## src/rtl/fetch_unit_if.sv

```systemverilog
// Fetch-stage bus bundle: instruction-memory request/response, redirect and decode handshake.
// The master side is the fetch unit; the slave side is the memory/execute/decode environment.
interface fetch_unit_if;
  logic        imem_req_valid;
  logic        imem_req_ready;
  logic [31:0] imem_req_addr;
  logic        imem_rsp_valid;
  logic [31:0] imem_rsp_data;
  logic        redirect_valid;
  logic [31:0] redirect_pc;
  logic        if_valid;
  logic        if_ready;
  logic [31:0] if_instr;
  logic [31:0] if_pc;

  modport master (
    output imem_req_valid, imem_req_addr, if_valid, if_instr, if_pc,
    input  imem_req_ready, imem_rsp_valid, imem_rsp_data, redirect_valid, redirect_pc, if_ready
  );

  modport slave (
    input  imem_req_valid, imem_req_addr, if_valid, if_instr, if_pc,
    output imem_req_ready, imem_rsp_valid, imem_rsp_data, redirect_valid, redirect_pc, if_ready
  );
endinterface

```

## src/rtl/fetch_unit.sv

```systemverilog
// RV32I instruction fetch stage: owns the PC, issues in-order word fetches under a credit limit,
// buffers returned words with their addresses, and flushes on redirect.
module fetch_unit #(
  parameter logic [31:0] RESET_PC = 32'h0000_0000,
  parameter int unsigned DEPTH    = 2
) (
  input logic          clk,
  input logic          rst_n,
  fetch_unit_if.master bus
);

  localparam int unsigned CW = $clog2(DEPTH + 1);
  localparam int unsigned IW = $clog2(DEPTH);

  typedef logic [CW-1:0] cnt_t;
  typedef logic [CW:0]   sum_t;
  typedef logic [IW-1:0] idx_t;

  localparam sum_t DEPTH_S = sum_t'(DEPTH);

  function automatic idx_t inc(input idx_t p);
    return (p == idx_t'(DEPTH - 1)) ? '0 : p + 1'b1;
  endfunction

  logic [31:0] pc_q, pc_d;
  logic [31:0] instr_q [DEPTH];
  logic [31:0] ipc_q   [DEPTH];
  logic [31:0] pend_q  [DEPTH];
  idx_t        rd_q, rd_d, wr_q, wr_d;
  idx_t        prd_q, prd_d, pwr_q, pwr_d;
  cnt_t        count_q, count_d;
  cnt_t        outst_q, outst_d;
  cnt_t        drop_q, drop_d;

  logic        redir, if_valid_w, pop, req_valid_w, req_fire, rsp, keep;
  sum_t        credit;

  assign redir       = bus.redirect_valid;
  assign rsp         = bus.imem_rsp_valid;
  assign if_valid_w  = rst_n && (count_q != '0) && !redir;
  assign pop         = if_valid_w && bus.if_ready;
  assign credit      = sum_t'(outst_q) + sum_t'(count_q) - sum_t'(pop);
  assign req_valid_w = rst_n && !redir && (credit < DEPTH_S);
  assign req_fire    = req_valid_w && bus.imem_req_ready;
  assign keep        = rsp && !redir && (drop_q == '0);

  assign bus.imem_req_valid = req_valid_w;
  assign bus.imem_req_addr  = rst_n ? pc_q : '0;
  assign bus.if_valid       = if_valid_w;
  assign bus.if_instr       = rst_n ? instr_q[rd_q] : '0;
  assign bus.if_pc          = rst_n ? ipc_q[rd_q] : '0;

  always_comb begin
    pc_d    = pc_q;
    outst_d = outst_q + cnt_t'(req_fire) - cnt_t'(rsp);
    drop_d  = drop_q;
    count_d = count_q;
    rd_d    = rd_q;
    wr_d    = wr_q;
    prd_d   = rsp ? inc(prd_q) : prd_q;
    pwr_d   = req_fire ? inc(pwr_q) : pwr_q;

    if (redir) begin
      pc_d    = {bus.redirect_pc[31:2], 2'b00};
      count_d = '0;
      rd_d    = '0;
      wr_d    = '0;
      // Everything still in flight after this cycle belongs to the old path.
      drop_d  = outst_q - cnt_t'(rsp);
    end else begin
      if (req_fire) pc_d = pc_q + 32'd4;
      if (rsp && (drop_q != '0)) drop_d = drop_q - 1'b1;
      count_d = count_q + cnt_t'(keep) - cnt_t'(pop);
      if (keep) wr_d = inc(wr_q);
      if (pop)  rd_d = inc(rd_q);
    end
  end

  always_ff @(posedge clk or negedge rst_n) begin
    if (!rst_n) begin
      pc_q    <= RESET_PC;
      count_q <= '0;
      outst_q <= '0;
      drop_q  <= '0;
      rd_q    <= '0;
      wr_q    <= '0;
      prd_q   <= '0;
      pwr_q   <= '0;
      for (int unsigned i = 0; i < DEPTH; i++) begin
        instr_q[i] <= '0;
        ipc_q[i]   <= '0;
        pend_q[i]  <= '0;
      end
    end else begin
      pc_q    <= pc_d;
      count_q <= count_d;
      outst_q <= outst_d;
      drop_q  <= drop_d;
      rd_q    <= rd_d;
      wr_q    <= wr_d;
      prd_q   <= prd_d;
      pwr_q   <= pwr_d;
      if (req_fire) pend_q[pwr_q] <= pc_q;
      if (keep) begin
        instr_q[wr_q] <= bus.imem_rsp_data;
        ipc_q[wr_q]   <= pend_q[prd_q];
      end
    end
  end

endmodule

```

## src/flat_wrapper.sv

```systemverilog
// flat-port wrapper written by rule: the top's interface ports become plain ports
module fetch_unit_flat 
#(
  parameter logic [31:0] RESET_PC = 32'h0000_0000,
  parameter int unsigned DEPTH    = 2
)
  (clk, rst_n, bus_imem_req_valid, bus_imem_req_addr, bus_if_valid, bus_if_instr, bus_if_pc, bus_imem_req_ready, bus_imem_rsp_valid, bus_imem_rsp_data, bus_redirect_valid, bus_redirect_pc, bus_if_ready);
  fetch_unit_if bus_i ();
  input logic clk;
  input logic rst_n;
  output wire logic [$bits(bus_i.imem_req_valid)-1:0] bus_imem_req_valid;
  output wire logic [$bits(bus_i.imem_req_addr)-1:0] bus_imem_req_addr;
  output wire logic [$bits(bus_i.if_valid)-1:0] bus_if_valid;
  output wire logic [$bits(bus_i.if_instr)-1:0] bus_if_instr;
  output wire logic [$bits(bus_i.if_pc)-1:0] bus_if_pc;
  input wire logic [$bits(bus_i.imem_req_ready)-1:0] bus_imem_req_ready;
  input wire logic [$bits(bus_i.imem_rsp_valid)-1:0] bus_imem_rsp_valid;
  input wire logic [$bits(bus_i.imem_rsp_data)-1:0] bus_imem_rsp_data;
  input wire logic [$bits(bus_i.redirect_valid)-1:0] bus_redirect_valid;
  input wire logic [$bits(bus_i.redirect_pc)-1:0] bus_redirect_pc;
  input wire logic [$bits(bus_i.if_ready)-1:0] bus_if_ready;
  assign bus_imem_req_valid = bus_i.imem_req_valid;
  assign bus_imem_req_addr = bus_i.imem_req_addr;
  assign bus_if_valid = bus_i.if_valid;
  assign bus_if_instr = bus_i.if_instr;
  assign bus_if_pc = bus_i.if_pc;
  assign bus_i.imem_req_ready = bus_imem_req_ready;
  assign bus_i.imem_rsp_valid = bus_imem_rsp_valid;
  assign bus_i.imem_rsp_data = bus_imem_rsp_data;
  assign bus_i.redirect_valid = bus_redirect_valid;
  assign bus_i.redirect_pc = bus_redirect_pc;
  assign bus_i.if_ready = bus_if_ready;
  fetch_unit #(.RESET_PC(RESET_PC), .DEPTH(DEPTH)) u_core (.clk(clk), .rst_n(rst_n), .bus(bus_i));
endmodule
```

## config.mk

```make
export PLATFORM = sky130hd
export DESIGN_NAME = fetch_unit_flat
export DESIGN_NICKNAME = d
export VERILOG_FILES = /design/src/rtl/fetch_unit_if.sv /design/src/rtl/fetch_unit.sv /design/src/flat_wrapper.sv
export SDC_FILE = /design/constraint.sdc
export NUM_CORES = 1
export LEC_CHECK = 0
export CAP_MARGIN = 20
export CORE_MARGIN = 2
export CORE_UTILIZATION = 45
export CTS_CLUSTER_SIZE = 25
export DETAILED_ROUTE_END_ITERATION = 8
export PLACE_DENSITY_LB_ADDON = 0.08
export SYNTH_ARGS = -nofsm -noshare
export SYNTH_HDL_FRONTEND = slang
export SYNTH_SLANG_ARGS = --single-unit
export TNS_END_PERCENT = 5
```

## constraint.sdc

```tcl
create_clock -name clk -period 6.3 [get_ports clk]
set_input_delay 1.26 -clock clk [delete_from_list [all_inputs] [get_ports clk]]
set_output_delay 1.26 -clock clk [all_outputs]
set_load 0.05 [all_outputs]
```

======== Word level (Yosys, flattened, before mapping) ========
Index checks and enable logic that the tools add are counted.
word-level totals
  flip-flop bits (word level) ............. 234
  bits of input ports ..................... 70
  logic and storage cells ................. 89
operators by class
  $add $sub $neg .......................... 13
  order comparisons ....................... 7
  mux-type cells .......................... 32
  bitwise gates (word level) .............. 4
  reductions and logical operators ........ 19
operators with widths
  kind                                                                          number
  32-bit 2-to-1 mux                                                             16
  64-bit bitwise mux                                                            3
  32-bit demux with 1-bit select                                                2
  32-bit by 3-bit adder with 32-bit output, second input constant               1
  2-bit nonzero test                                                            6
  1-bit logical AND                                                             11
  2-bit greater-or-equal comparator, second input constant                      4
  1-bit 2-to-1 mux                                                              8
  1-bit inverter with 2-bit output                                              4
  2-bit 2-to-1 mux                                                              3
  2-bit by 1-bit subtractor with 2-bit output                                   3
  1-bit adder, second input constant                                            4
  2-bit by 1-bit adder with 2-bit output                                        2
  2-bit by 1-bit less-than comparator with 1-bit output, second input constant  2
  2-bit by 2-bit adder with 3-bit output                                        1
  3-bit by 2-bit less-than comparator with 1-bit output, second input constant  1
  3-bit by 1-bit subtractor with 3-bit output                                   1
  2-bit zero test                                                               1
  2-bit by 1-bit subtractor with 2-bit output, second input constant            1
  1-bit zero test                                                               1

======== Depth between registers and ports, before layout ========
Gate-level depths: netlist of run 1.
  word-level depth ........................ 10
  gate-level depth with buffers ........... 15
  gate-level depth less buffers ........... 12

======== Worst setup path before layout of run 1 ========
OpenSTA, ideal clock, no wires.
  path kind ............................... input-to-output
  from .................................... input port bus_redirect_valid
  to ...................................... output port bus_imem_req_valid
  arrival ................................. 3.501 ns
  data required time ...................... 5.040 ns
  setup slack ............................. 1.539 ns
  stages on the path ...................... 11
  path buffers ............................ 2
  path through ............................ clkbuf_1 -> nor2b_1 -> o211ai_1 -> inv_1 -> ha_1 -> inv_1 -> nand2_1 -> fa_1 -> xnor2_1 -> buf_2 -> nor2_1
between the ends
  word-level cells in the longest chain between the ends .. 6
  elaborated cells on any way between the ends .. 7
ends and longest elaborated chain
  item                                                   RTL line                            source
  from (decl)                                            flat_wrapper.sv:19                  input wire logic [$bits(bus_i.redirect_valid)-1:0] bus_redirect_valid;
  1-bit zero test *                                      fetch_unit.sv:40, fetch_unit.sv:43
  1-bit logical AND                                      fetch_unit.sv:40                    assign if_valid_w = rst_n && (count_q != '0) && !redir;
  1-bit logical AND                                      fetch_unit.sv:41                    assign pop = if_valid_w && bus.if_ready;
  3-bit by 1-bit subtractor with 3-bit output            fetch_unit.sv:42                    assign credit = sum_t'(outst_q) + sum_t'(count_q) - sum_t'(pop);
  3-bit by 2-bit less-than comparator with 1-bit output  fetch_unit.sv:43                    assign req_valid_w = rst_n && !redir && (credit < DEPTH_S);
  1-bit logical AND *                                    fetch_unit.sv:43
  to (decl)                                              flat_wrapper.sv:11                  output wire logic [$bits(bus_i.imem_req_valid)-1:0] bus_imem_req_valid;
Mark *: on every way between the ends. The rest lies on a longest branch, timed or not.

======== Worst setup path in the final report of run 1 ========
  from .................................... input port bus_if_ready
  to ...................................... output port bus_imem_req_valid
between the ends
  word-level cells in the longest chain between the ends .. 4
ends and longest elaborated chain
  item                                                   RTL line            source
  from (decl)                                            flat_wrapper.sv:21  input wire logic [$bits(bus_i.if_ready)-1:0] bus_if_ready;
  1-bit logical AND                                      fetch_unit.sv:41
  3-bit by 1-bit subtractor with 3-bit output            fetch_unit.sv:42
  3-bit by 2-bit less-than comparator with 1-bit output  fetch_unit.sv:43
  1-bit logical AND                                      fetch_unit.sv:43
No other way between the ends.

==> results of run 1 <==
==> layer usage <==
layer	wire length (µm)	track usage [%]	vias to the layer above
met5	0	0	-
met1	11800	28.0	3636
met2	11000	30.2	174
li1	-	-	3588
met3	1010	2.87	19
met4	272	3.72	0
==> power by group <==
group | total, mW | switching, mW | internal [mW]
Clock | 1.48 | 0.570 | 0.910
Sequential | 2.34 | 0.332 | 2.01
Combinational | 2.03 | 1.13 | 0.907
Total | 5.86 | 2.03 | 3.83
==> critical path, cell delays in order <==
cell and delay (ns):
clkdlybuf4s50_1 0.44, o211ai_1 0.15, inv_1 0.08, ha_1 0.28
inv_1 0.08, nand2_1 0.07, fa_1 0.37, xnor2_1 0.13
buf_4 0.18, nor2_1 0.15, buf_4 0.22
==> final cells by class <==
type / count / area (µm²)
sequential: 224 / 5610
inverter: 23 / 86.3
tap: 319 / 399
clock buffer: 39 / 761
clock inverter: 7 / 87.6
timing repair buffer: 175 / 1730
multi-input combinational: 640 / 4830
fill: 2104 / 10000
==> cells in the final DEF (no fill, tap or decap), drive strengths merged, types with 4 or more instances in the layout <==
cell type and count:
a31oi 6, nor2b 64, nor2 43, nand3 17
clkbuf 39, xnor2 11, mux2 128, conb 4
buf 17, xor2 4, o211ai 10, dfrtp 224
nand4 13, o311ai 7, a21oi 32, clkdlybuf4s50 158
mux2i 95, nor3 6, clkinv 4, ha 7
inv 23, nand2 66, o21ai 44, and2 37
nor4 4, or4 6
==> how the worst max path moves through the flow <==
stage / start / cells past startpoint / endpoint
after floorplan: bus_redirect_valid / 11 / bus_imem_req_valid
after global placement: bus_if_ready / 12 / u_core.pend_q[60]$_DFFE_PN0P_
after detailed placement: bus_if_ready / 12 / u_core.pend_q[57]$_DFFE_PN0P_
after CTS: bus_if_ready / 11 / bus_imem_req_valid
after global routing: bus_if_ready / 11 / bus_imem_req_valid
final: bus_if_ready / 11 / bus_imem_req_valid
==> cell families (layout without fill, tap and decap cells) <==
logic type	after synthesis	in the layout	share of synthesized area (%)
flip-flops	224	224	51.9
XOR/XNOR	15	15	1.22
adder cells (fa/ha/maj)	8	8	0.996
multiplexers	223	223	22.2
AND/OR/NAND/NOR	273	273	13.5
buffers and inverters	92	244	3.65
other	1	4	0.0347
AO/OA/AOI/OAI	117	117	6.53
==> registers in the layout, summed over array words and instances, names as in the netlist <==
register,count
u_core.count_q,2
u_core.drop_q,2
u_core.instr_q,64
u_core.ipc_q,60
u_core.outst_q,2
u_core.pc_q,30
u_core.pend_q,60
u_core.prd_q,1
u_core.pwr_q,1
u_core.rd_q,1
u_core.wr_q,1
==> metrics by stage <==
step                std cells  setup slack, ns  hold slack, ns  util (%)
floorplan                 956             1.54           0.450         -
global placement         1381             1.47           0.454      53.7
detailed placement       1381             1.42           0.470      53.7
global route             1427             1.53           0.490      57.3
CTS                      1427             1.63           0.483      57.3
finish                   1427             1.62           0.477      57.3
==> run_results.csv, run 1 <==
group,metric,value,unit
hold_path,hold_end,"u_core.ipc_q[3]$_DFFE_PN0P_",
sta,max_freq,214,MHz
synth,synth_top_area_share,51.9,%
worst_setup_path,crit_required,5.04,ns
power_and_ir_drop,ir_drop,0.000156,V
floorplanning,floorplan.die.height,159,µm
synth,synth_top_area_cell,"dfrtp_1",
place,placed_cell_area,12600,µm²
synth,avgSynthCellArea,11.3,µm²
worst_setup_path,crit-reg2reg-launch,"u_core.count_q[1]$_DFF_PN0_",
sta,fin_skew,0.0101,ns
global_routing,grt_pass1_wl,39.8,mm
floorplanning,dieArea,25300,µm²
synth,synth_warnings,0,
detailed_routing,drcViolationCount,0,
sta,relSlewSlack,39.0,%
layout,final_area,13500,µm²
synth,synth.area.top_cells,"dfrtp_1, mux2_2, mux2i_1",
cts,clk_latency,0.52,ns
sta,worstMarginPinSlew,0.915,ns
status,status,"completed",
synth,syn-cell-area,10800,µm²
synth,synth_seq_cells,224,
detailed_routing,vias_per_cell,5.20,
place,gp_congestion,0.776,
hold_path,hp-start,"u_core.ipc_q[3]$_DFFE_PN0P_",
floorplanning,ios,168,
sta,final-hold-violation-count,0,
cts,clkTransAtPathRegs,0.06,ns
worst_setup_path,worstSetupPathType,"in -> out",
global_routing,grt_max_degree,199,
power_and_ir_drop,fin_total_pwr,5.86,mW
sta,rsz0062_at_grt,"false",
cts,post_cts_buffers,0,
detailed_routing,num_vias,7417,
cts,post_cts_resized,0,
power_and_ir_drop,p_leak,5.77,nW
worst_setup_path,critPathArrivalTime,3.42,ns
layout,synthToLayoutAreaGrowth,25.0,%
cts,cts.sinks,224,
synth,synth_flop_cell,"dfrtp_1",
sta,tns,0,ns
place,post-dp-hpwl,15.5,mm
synth,async_reset_ff_share,100,%
sta,setup-violations-final,0,
power_and_ir_drop,cellPowerDensity,434,nW/µm²
layout,drive_gt1_share,17.7,%
floorplanning,die_x,159,µm
place,portBuffers,161,
cts,clockBufferDepth,3,
cts,root_buffer,"clkbuf_16",
detailed_routing,drtIter0Drc,338,
sta,min_period,4.68,ns
worst_setup_path,r2r-end,"u_core.pend_q[63]$_DFFE_PN0P_",
run,cap_violations,0,
global_routing,grt_pass1_vias,7403,
synth,synth_enable_flop_cells,0,
sta,report.final.slew_viol_count,0,
sta,timing.final.crit_share,74.2,%
synth,synth_commonest_cells,"dfrtp_1, mux2_2, mux2i_1",
worst_setup_path,r2r_cells,11,
layout,antenna_cells,0,
worst_setup_path,r2r_slack,2.60,ns
layout,nNetsFinal,1168,
synth,synth_cell_type_count,55,
synth,synth.most_common_cell,"dfrtp_1",
global_routing,gr-total-overflow,0,
floorplanning,initial_core_util,45.9,%
floorplanning,core,23500,µm²
global_routing,track_usage,19.0,%
hold_path,hold_depth,2,
detailed_routing,detail_route.first_pass.iterations,4,
detailed_routing,avgRoutedWirePerCell,16.8,µm
cts,cts_tree,"yes",
detailed_routing,ant_nets,0,
cts,cts_hold_buffers,0,
floorplanning,row_count,56,
worst_setup_path,cp-start-kind,"input port",
worst_setup_path,endpoint_kind,"output port",
synth,ys_seq_area_share,51.9,%
global_routing,antenna_found_initial,0,
detailed_routing,drt_wl_total,24.0,mm
cts,cts_inserted_buffers,26,
cts,htree_num_levels,1,
worst_setup_path,crit_fanout,11,
hold_path,worstHoldPathType,"reg -> reg",
synth,synthCells,953,
(Power assumes the default switching activity.)
==> run 2: changes to the inputs <==
==> constraint.sdc (replaced) <==
create_clock -name clk -period 4.6 [get_ports clk]
set_input_delay 0.92 -clock clk [delete_from_list [all_inputs] [get_ports clk]]
set_output_delay 0.92 -clock clk [all_outputs]
set_load 0.05 [all_outputs]
==> run 2 against run 1 <==
  * Non-clock buffer count up 1
  * Clock skew down 0.0029 ns
  * Setup slack got worse by 0.91 ns
  * Sequential share of layout area about the same
  * Utilization about the same
  * Design area about the same
  * Register-to-register slack got worse by 1.3 ns
  * Total power increased by 35%
  * Critical endpoint unchanged
  * Sequential power is 37% higher
  * First-iteration DRC count decreased by 4.4%
==> run_results.csv, run 2 (same netlist as run 1, synthesis figures left out) <==
group,metric,value,unit
status,status,"completed",
worst_setup_path,cp-start-kind,"input port",
worst_setup_path,crit_fanout,4,
worst_setup_path,crit_required,3.68,ns
sta,worstMarginPinSlew,0.910,ns
global_routing,grt_pass1_wl,39.5,mm
layout,antenna_cells,0,
hold_path,hp-start,"u_core.prd_q$_DFFE_PN0P_",
detailed_routing,avgRoutedWirePerCell,16.7,µm
worst_setup_path,slowest_stage,"clkdlybuf4s50_1",
detailed_routing,drt_wl_total,23.8,mm
place,gp_congestion,0.783,
worst_setup_path,worstSetupPathType,"in -> out",
sta,relSlewSlack,39.4,%
detailed_routing,wirelength_met1,11.7,mm
floorplanning,ios,168,
worst_setup_path,path_buf_inv,4,
detailed_routing,num_vias,7416,
place,portBuffers,161,
power_and_ir_drop,ir_drop,0.000211,V
global_routing,track_usage,18.9,%
detailed_routing,dr.max_layer_used,"met4",
worst_setup_path,cpMostUsedCell,"inv_1",
global_routing,grt_max_degree,179,
place,post-dp-hpwl,15.2,mm
detailed_routing,drcViolationCount,0,
layout,largest_register,"u_core.instr_q",
floorplanning,row_count,56,
cts,cts_tree,"yes",
cts,cts_inserted_buffers,25,
detailed_routing,wl_met2,10.7,mm
cts,root_buffer,"clkbuf_16",
floorplanning,floorplan.die.height,159,µm
worst_setup_path,critPathArrivalTime,2.96,ns
sta,rsz0062_at_grt,"false",
worst_setup_path,cpPeakStageDelay,0.43,ns
run,cap_violations,0,
cts,cts.sinks,224,
layout,multi_input_comb_area,4830,µm²
layout,n_fill_cell,2100,
worst_setup_path,crit_family,"buffers and inverters",
cts,post_cts_buffers,0,
worst_setup_path,cp.depth,10,
detailed_routing,drtIter0Drc,323,
worst_setup_path,crit_chain,"clkdlybuf4s50_1 -> o211ai_1 -> inv_1 -> ha_1 -> inv_1 -> nand2_1 -> fa_1 -> xnor2_1 -> nor2_1 -> buf_4",
worst_setup_path,r2r_cells,12,
cts,cts_hold_buffers,0,
layout,synthToLayoutAreaGrowth,24.9,%
detailed_routing,vias_per_cell,5.21,
sta,setup-violations-final,0,
cts,clkTransAtPathRegs,0.05,ns
floorplanning,initial_core_util,45.9,%
sta,min_period,3.88,ns
layout,final_cell_mix,"dfrtp_1, clkdlybuf4s50_1, mux2_2",
global_routing,antenna_found_initial,0,
sta,final-hold-violation-count,0,
power_and_ir_drop,p_leak,5.75,nW
layout,largest_register_ff_count,64,
worst_setup_path,crit-reg2reg-launch,"u_core.count_q[1]$_DFF_PN0_",
sta,max_freq,257,MHz
global_routing,gr-total-overflow,0,
cts,htree_num_levels,1,
cts,post_cts_resized,0,
detailed_routing,detail_route.first_pass.iterations,4,
sta,timing.final.crit_share,84.4,%
global_routing,grt_pass1_vias,7372,
worst_setup_path,critPathLaunch,"bus_if_ready",
floorplanning,core,23500,µm²
sta,report.final.slew_viol_count,0,
layout,final_common_cell,"dfrtp_1",
hold_path,hold_depth,1,
power_and_ir_drop,cellPowerDensity,585,nW/µm²
sta,tns,0,ns
cts,clk_latency,0.51,ns
cts,clockBufferDepth,3,
floorplanning,dieArea,25300,µm²
floorplanning,die_x,159,µm
sta,hold_ws,0.462,ns
layout,nNetsFinal,1168,
layout,seqCellArea,5610,µm²
layout,drive_gt1_share,17.6,%
worst_setup_path,endpoint_kind,"output port",
sta,fin_skew,0.00716,ns
layout,reg_top3,"u_core.instr_q x64, u_core.ipc_q x60, u_core.pend_q x60",
detailed_routing,wl_met3,1.04,mm
hold_path,worstHoldPathType,"reg -> reg",
detailed_routing,ant_nets,0,
-- run 2: cell count changes in the layout (fill, tap and decap cells not counted) --
cell,before,now
buf_12,1,6
bufinv_16,2,1
clkinvlp_4,1,0
buf_4,14,11
clkbuf_16,27,25
inv_6,0,1
clkbuf_8,4,5
clkdlybuf4s50_1,158,157
clkinv_2,4,2
-- run 2: area by class of cell --
class	count	share of cell area [%]
clock buffers	38	5.37
inverters	23	0.640
well taps	319	2.96
repair buffers	176	13.3
clock inverters	4	0.362
flip-flops and latches	224	41.6
multi-input cells	640	35.8
-- run 2: path summary, 6_finish.rpt --
kind / to / slack, ns
setup / recovery: bus_imem_req_valid / 0.72
hold / removal: u_core.prd_q$_DFFE_PN0P_ / 0.46
setup reg to reg: u_core.pend_q[17]$_DFFE_PN0P_ / 1.35
hold reg to reg: u_core.prd_q$_DFFE_PN0P_ / 0.46
max in group asynchronous: u_core.rd_q$_DFFE_PN0P_ / 3.40
min in group asynchronous: u_core.pend_q[48]$_DFFE_PN0P_ / 0.48
-- run 2: metal layers --
layer	GRT usage [%]	up-vias
li1	-	3596
met3	3.19	30
met4	3.88	0
met1	27.7	3625
met2	29.9	165
met5	0	-
-- run 2: where the power goes --
part           switching, mW  leakage, nW  internal, mW
combinational           1.55         2.53          1.25
clock                  0.757        0.380          1.13
sequential             0.447         2.85          2.75
-- run 2: through the flow --
step,total power [mW],util [%],worst slack (ns),cells,area [µm²]
6_report,7.89,57.3,0.716,1424,13500
5_1_grt,8.39,57.3,0.565,1424,13500
4_1_cts,7.99,57.3,0.708,1424,13500
3_5_place_dp,6.07,54.0,0.503,1382,12700
3_3_place_gp,5.99,54.0,0.515,1382,12700
2_1_floorplan,5.20,-,0.519,956,10800
